`config.mk`:
```
export PLATFORM = sky130hd
export DESIGN_NAME = inst_fetch
export DESIGN_NICKNAME = d
export VERILOG_FILES = /design/src/rtl/inst_fetch.sv
export SDC_FILE = /design/constraint.sdc
export NUM_CORES = 1
export LEC_CHECK = 0
export CAP_MARGIN = 20
export CORE_UTILIZATION = 57
export CTS_CLUSTER_SIZE = 30
export DETAILED_ROUTE_END_ITERATION = 8
export GPL_TIMING_DRIVEN = 0
export HOLD_SLACK_MARGIN = 0.12
export PLACE_DENSITY = 0.86
export SLEW_MARGIN = 20
export SYNTH_ARGS = -nofsm -noshare
export SYNTH_HDL_FRONTEND = slang
export SYNTH_SLANG_ARGS = --single-unit
export TNS_END_PERCENT = 20
```
`constraint.sdc`:
```
create_clock -name clk -period 2.6 [get_ports clk]
set_input_delay 0.39 -clock clk [delete_from_list [all_inputs] [get_ports clk]]
set_output_delay 0.39 -clock clk [all_outputs]
set_load 0.05 [all_outputs]
```
`src/rtl/inst_fetch.sv`:
```
// Instruction fetch unit: imem req/ack master, one-entry skid buffer and IF/ID register.
module inst_fetch #(
  parameter logic [31:0] RESET_PC = 32'h0000_0000
) (
  input  logic        clk,
  input  logic        rst,
  input  logic        stall_i,
  input  logic        branch_flag_i,
  input  logic [31:0] branch_target_address_i,
  input  logic        next_inst_in_delayslot_i,
  output logic        imem_req_o,
  output logic [31:0] imem_addr_o,
  input  logic        imem_ack_i,
  input  logic [31:0] imem_rdata_i,
  output logic [31:0] pc_o,
  output logic [31:0] inst_o,
  output logic        is_in_delayslot_o
);

  localparam int unsigned XLEN = 32;
  localparam logic [XLEN-1:0] PC_STEP = XLEN'(4);
  localparam logic [XLEN-1:0] NOP     = XLEN'(0);

  logic [XLEN-1:0] fetch_pc, fetch_pc_nxt;
  logic            buf_valid, buf_valid_nxt;
  logic [XLEN-1:0] buf_pc, buf_pc_nxt;
  logic [XLEN-1:0] buf_inst, buf_inst_nxt;
  logic            redirect_pending, redirect_pending_nxt;
  logic [XLEN-1:0] redirect_target, redirect_target_nxt;
  logic            ds_pending, ds_pending_nxt;
  logic            started;
  logic [XLEN-1:0] pc_nxt, inst_nxt;
  logic            is_ds_nxt;

  logic ack, accept, load_buf, load_ack, load_real, ds_acked, take_branch;

  // Request is held off whenever the buffer still owns undelivered data
  assign imem_req_o  = started && !buf_valid;
  assign imem_addr_o = fetch_pc;

  // Per-edge qualifiers
  always_comb begin
    ack         = imem_req_o && imem_ack_i;
    accept      = !stall_i;
    load_buf    = accept && buf_valid;
    load_ack    = accept && !buf_valid && ack;
    load_real   = load_buf || load_ack;
    ds_acked    = buf_valid || ack;
    take_branch = accept && branch_flag_i;
  end

  // Next-state for fetch pointer, buffer, redirect and IF/ID
  always_comb begin
    fetch_pc_nxt         = fetch_pc;
    buf_valid_nxt        = buf_valid;
    buf_pc_nxt           = buf_pc;
    buf_inst_nxt         = buf_inst;
    redirect_pending_nxt = redirect_pending;
    redirect_target_nxt  = redirect_target;
    ds_pending_nxt       = ds_pending;
    pc_nxt               = pc_o;
    inst_nxt             = inst_o;
    is_ds_nxt            = is_in_delayslot_o;

    // Fetch pointer: a branch whose delay slot is already in hand redirects now,
    // otherwise the redirect waits for the delay slot's ack
    if (take_branch && ds_acked) begin
      fetch_pc_nxt = branch_target_address_i;
    end else if (ack && redirect_pending) begin
      fetch_pc_nxt = redirect_target;
    end else if (ack) begin
      fetch_pc_nxt = fetch_pc + PC_STEP;
    end

    if (take_branch && !ds_acked) begin
      redirect_pending_nxt = 1'b1;
      redirect_target_nxt  = branch_target_address_i;
    end else if (ack && redirect_pending) begin
      redirect_pending_nxt = 1'b0;
    end

    // Skid buffer catches ack data while decode is stalled
    if (stall_i && ack) begin
      buf_valid_nxt = 1'b1;
      buf_pc_nxt    = fetch_pc;
      buf_inst_nxt  = imem_rdata_i;
    end else if (load_buf) begin
      buf_valid_nxt = 1'b0;
    end

    // IF/ID load: buffer first, then fresh ack data, else a bubble
    if (load_buf) begin
      pc_nxt    = buf_pc;
      inst_nxt  = buf_inst;
      is_ds_nxt = next_inst_in_delayslot_i || ds_pending;
    end else if (load_ack) begin
      pc_nxt    = fetch_pc;
      inst_nxt  = imem_rdata_i;
      is_ds_nxt = next_inst_in_delayslot_i || ds_pending;
    end else if (accept) begin
      inst_nxt  = NOP;
      is_ds_nxt = 1'b0;
    end

    // Delay-slot mark deferred across bubbles until a real instruction lands
    if (accept) begin
      if (load_real) begin
        ds_pending_nxt = 1'b0;
      end else if (next_inst_in_delayslot_i) begin
        ds_pending_nxt = 1'b1;
      end
    end
  end

  // State register
  always_ff @(posedge clk or negedge rst) begin
    if (!rst) begin
      fetch_pc          <= RESET_PC;
      buf_valid         <= 1'b0;
      buf_pc            <= '0;
      buf_inst          <= '0;
      redirect_pending  <= 1'b0;
      redirect_target   <= '0;
      ds_pending        <= 1'b0;
      started           <= 1'b0;
      pc_o              <= '0;
      inst_o            <= '0;
      is_in_delayslot_o <= 1'b0;
    end else begin
      fetch_pc          <= fetch_pc_nxt;
      buf_valid         <= buf_valid_nxt;
      buf_pc            <= buf_pc_nxt;
      buf_inst          <= buf_inst_nxt;
      redirect_pending  <= redirect_pending_nxt;
      redirect_target   <= redirect_target_nxt;
      ds_pending        <= ds_pending_nxt;
      started           <= 1'b1;
      pc_o              <= pc_nxt;
      inst_o            <= inst_nxt;
      is_in_delayslot_o <= is_ds_nxt;
    end
  end

endmodule

```
# == Yosys cells after proc, flatten, opt, wreduce, memory -nomap -nowiden ==
# Index checks and enable logic that the tools add are counted.
# totals
out_inout_bits,98
wordCells,53
input_bits,70
reg_bits,197
# classes
n_eq_ne,1
n_reduce_logical,22
bitwise_logic,1
addsub,1
n_mux,17
# ops
cell,n
32-bit 2-to-1 mux,8
"32-bit by 3-bit adder with 32-bit output, second input constant",1
1-bit logical AND,10
1-bit 2-to-1 mux,9
2-bit nonzero test,4
1-bit logical NOT,3
1-bit logical OR,3
"3-bit by 1-bit != test with 1-bit output, second input constant",1
3-bit nonzero test,1
2-bit AND reduction,1
1-bit NOT,1

# == Logic depth before layout (Yosys ltp) ==
# logic_depth
depth_word,7
mapped_depth,8
depth_no_buf,6

# == Worst setup path before layout ==
# Ideal clock, no wire load.
# synth_timing
kind,register -> register
startpoint,reg fetch_pc[2] (netlist: imem_addr_o[2])
endpoint,reg fetch_pc[28] (netlist: imem_addr_o[28])
arrival_time_ps,1962
period_less_slack_ps,2096
required_ps,2466
path_stages_with_launch,7
setup_slack_ps,504
cell_sequence,dfrtp_1 -> ha_1 -> nand3_1 -> nor4_2 -> nand4_1 -> a211oi_1 -> a211oi_1
# synth_between
elab_chain_len,4
# synth_rtl
item,line_no,text
start: declaration,24,"logic [XLEN-1:0] fetch_pc, fetch_pc_nxt;"
start signal: assignment,130,fetch_pc <= fetch_pc_nxt;
32-bit by 3-bit adder with 32-bit output,72,fetch_pc_nxt = fetch_pc + PC_STEP;
32-bit 2-to-1 mux,71,end else if (ack) begin
32-bit 2-to-1 mux,69,end else if (ack && redirect_pending) begin
32-bit 2-to-1 mux,67,if (take_branch && ds_acked) begin
# Every way passes these cells. The select of a mux whose other input is x is not followed.
# A chain may end at the register's enable or synchronous reset.

# == Worst setup path after layout ==
# layout_timing
startpoint,reg fetch_pc[2] (netlist: imem_addr_o[2])
endpoint,reg fetch_pc[24] (netlist: imem_addr_o[24])
# The elaborated chain is that of the path after synthesis.

==> impl_metrics.ini <==
[placed_design]
io_buffers = 166
gp_congestion = 0.9342
hpwl_um = 16640
place_ws_ns = -0.05273
dpl_cell_area_sq_um = 10990

[sta]
fin_crit_sh_pct = 95.17
fmax_mhz = 404.2
setup_viol = 0
worst_slack_ns = 0.1257
skew_ns = 0.007211
slew_headroom_pct = 51.10
post-route-min-period_ns = 2.474
tightest_slew_ns = 0.7334
hold_viol_final = 0
finalMaxSlewViolations = 0
rsz0062_at_grt = no

[yosys]
synth_top_area_share_pct = 54.60
synth_area_leaders = dfrtp_1, mux2_2, o21ai_0
synthArstFlopShare_pct = 100.0
synth.distinct_cells = 56
syn_inst = 815
synth.net_count = 886
yosysTopAreaCell = dfrtp_1
syn_area_sq_um = 9029
yosysSeqAreaShare_pct = 54.60
ys.flop_type = dfrtp_1
synth_edf_count = 0
synth.ff_latch_count = 197
syn_avg_cell_area_sq_um = 11.08
synth_warnings = 0

[detailed_routing]
drtIter0Drc = 641
vias_per_cell = 6.088
drt-total-wl_um = 24660
met2_length_um = 12020
postRouteAntennaNets = 0
wl_met1_um = 10050
wl_per_cell_um = 20.11
wl_met3_um = 2004
routed.top_layer = met4
first_pass_iters = 7
drc = 0
num_vias = 7464

[critical_path]
worst-r2r-cell-count = 6
r2r_start = imem_addr_o[2]
start_kind = flop
reg2reg_to = imem_addr_o[24]
critPathKind = reg -> reg
crit_fanout = 9
cp-end-kind = flop
cp.arrival_ns = 2.79
r2r_setup_slack_ns = 0.13
crit_required_ns = 2.91

[grt]
grt_max_degree = 100
grt_first_pass_wirelength_um = 38970
first_global_vias = 7366
grt_util_all_layers_pct = 31.35
antenna_found_initial = 0
grt.overflow.total = 0

[cells_and_area]
most-common-layout-cells = dfrtp_1, clkdlybuf4s50_1, nand2_1
final.fill_count = 1028
drive_gt1_share_pct = 16.35
layout_commonest_cell = dfrtp_1
diodes = 0
area_growth_pct = 28.60
layout.nets = 1073
design_area_sq_um = 11610

[run_status]
status = finished clean

[clock_network]
clk_pin_slew_ns = 0.07
cts_tree = done
cts_made_buffers = 17
cts_setup_buffers = 0
cts_root_buf = clkbuf_16
htreeDepth = 4
worstSkewPairLatency_ns = 0.44
cts_buffer_depth = 2
cts.sinks = 197

[die]
core_area_sq_um = 15310
fp.dieH_um = 127.9
rows = 45
die-area_sq_um = 16350
io_pins = 168
initial_core_util_pct = 58.95
die_x_um = 127.9

[worst_hold_path]
holdPathStages = 2
min-delay-start = buf_pc[19]
hp-class = reg -> reg
whs_endpoint = pc_o[19]

[flow_run]
drv_cap = 0

[power_and_ir_drop]
power.density_nw_per_um2 = 930.6
ir_drop_mv = 0.7743
power_leakage_nw = 4.739
critical path: stages, from the launching register on:
cell and delay (ns):
dfrtp_1 0.58, ha_1 0.30, nand3_1 0.31, nor4_2 0.60, nand3_1 0.23, xor2_1 0.25, o21ai_1 0.09
layer usage:
metal / global-route usage, % / vias to the layer above
li1: - / 3311
met3: 6.219 / 50
met1: 40.64 / 3714
met2: 52.21 / 389
met4: 12.11 / 0
met5: 0 / -
final cells by class:
class | count | area (sq um) | area share, %
Buffer | 64 | 306.5 | 2.640
Clock buffer | 18 | 439.2 | 3.782
Clock inverter | 14 | 176.4 | 1.519
Inverter | 6 | 22.52 | 0.1940
Multi-Input combinational cell | 548 | 3770 | 32.47
Sequential cell | 197 | 4930 | 42.46
Tap cell | 211 | 264.0 | 2.274
Timing Repair Buffer | 168 | 1703 | 14.67
worst max path at each step:
stage	from	end	cells after the start
2_1_floorplan	imem_addr_o[2]	imem_addr_o[28]	6
3_3_place_gp	rst	pc_o[16]	1
3_5_place_dp	imem_ack_i	inst_o[8]	7
4_1_cts	buf_valid	imem_req_o	4
5_1_grt	imem_addr_o[2]	imem_addr_o[24]	6
6_report	imem_addr_o[2]	imem_addr_o[24]	6
synthesized netlist by cell type, types with 11 or more instances:
| library cell | number |
|---|---|
| clkbuf_1 | 35 |
| dfrtp_1 | 197 |
| a21oi_1 | 39 |
| mux2i_1 | 34 |
| nor2_1 | 30 |
| o21ai_1 | 11 |
| nand2_1 | 93 |
| o21ai_0 | 84 |
| mux2_2 | 92 |
| buf_2 | 18 |
| nand3_1 | 21 |
| a22oi_1 | 35 |
sequential cells by signal, summed over array words and instances (netlist names):
register / count
buf_inst: 32
pc_o: 32
buf_pc: 32
imem_addr_o: 32
started: 1
redirect_pending: 1
redirect_target: 32
ds_pending: 1
buf_valid: 1
inst_o: 32
is_in_delayslot_o: 1
cell families after synthesis:
group | synth area share (%)
buffers and inverters | 3.645
AND/OR/NAND/NOR | 10.55
adder cells (fa/ha/maj) | 0.1386
AO/OA/AOI/OAI | 14.33
XOR/XNOR | 1.455
other | 0.04153
flip-flops | 54.60
multiplexers | 15.24
metrics by stage:
step           total power (W)  hold WS, ns  TNS (ns)  util, %  cells
2_1_floorplan         0.006709      0.09441         0        -    815
4_1_cts                0.01081       0.4846         0    75.82   1226
6_report               0.01081       0.4780         0    75.82   1226
5_1_grt                0.01123       0.5036         0    75.82   1226
3_5_place_dp          0.008064       0.4673  -0.05273    71.74   1193
3_3_place_gp          0.007947       0.4537  -1372.48    71.53   1192
where the power goes:
group	leakage [nW]	total [W]	switching [W]	internal, W
Clock	0.303	0.00275	0.00119	0.00155
Combinational	1.99	0.00369	0.00229	0.00140
Sequential	2.45	0.00437	0.000571	0.00380
Total	4.74	0.0108	0.00405	0.00675
repair_timing:
action                                  4_1_cts  5_1_grt
gates resized for setup                       1        0
hold endpoints to repair                     98        0
hold buffers                                  1        0
endpoints found under the setup margin        1        0
Note: power is estimated with default switching activity, not from simulation.
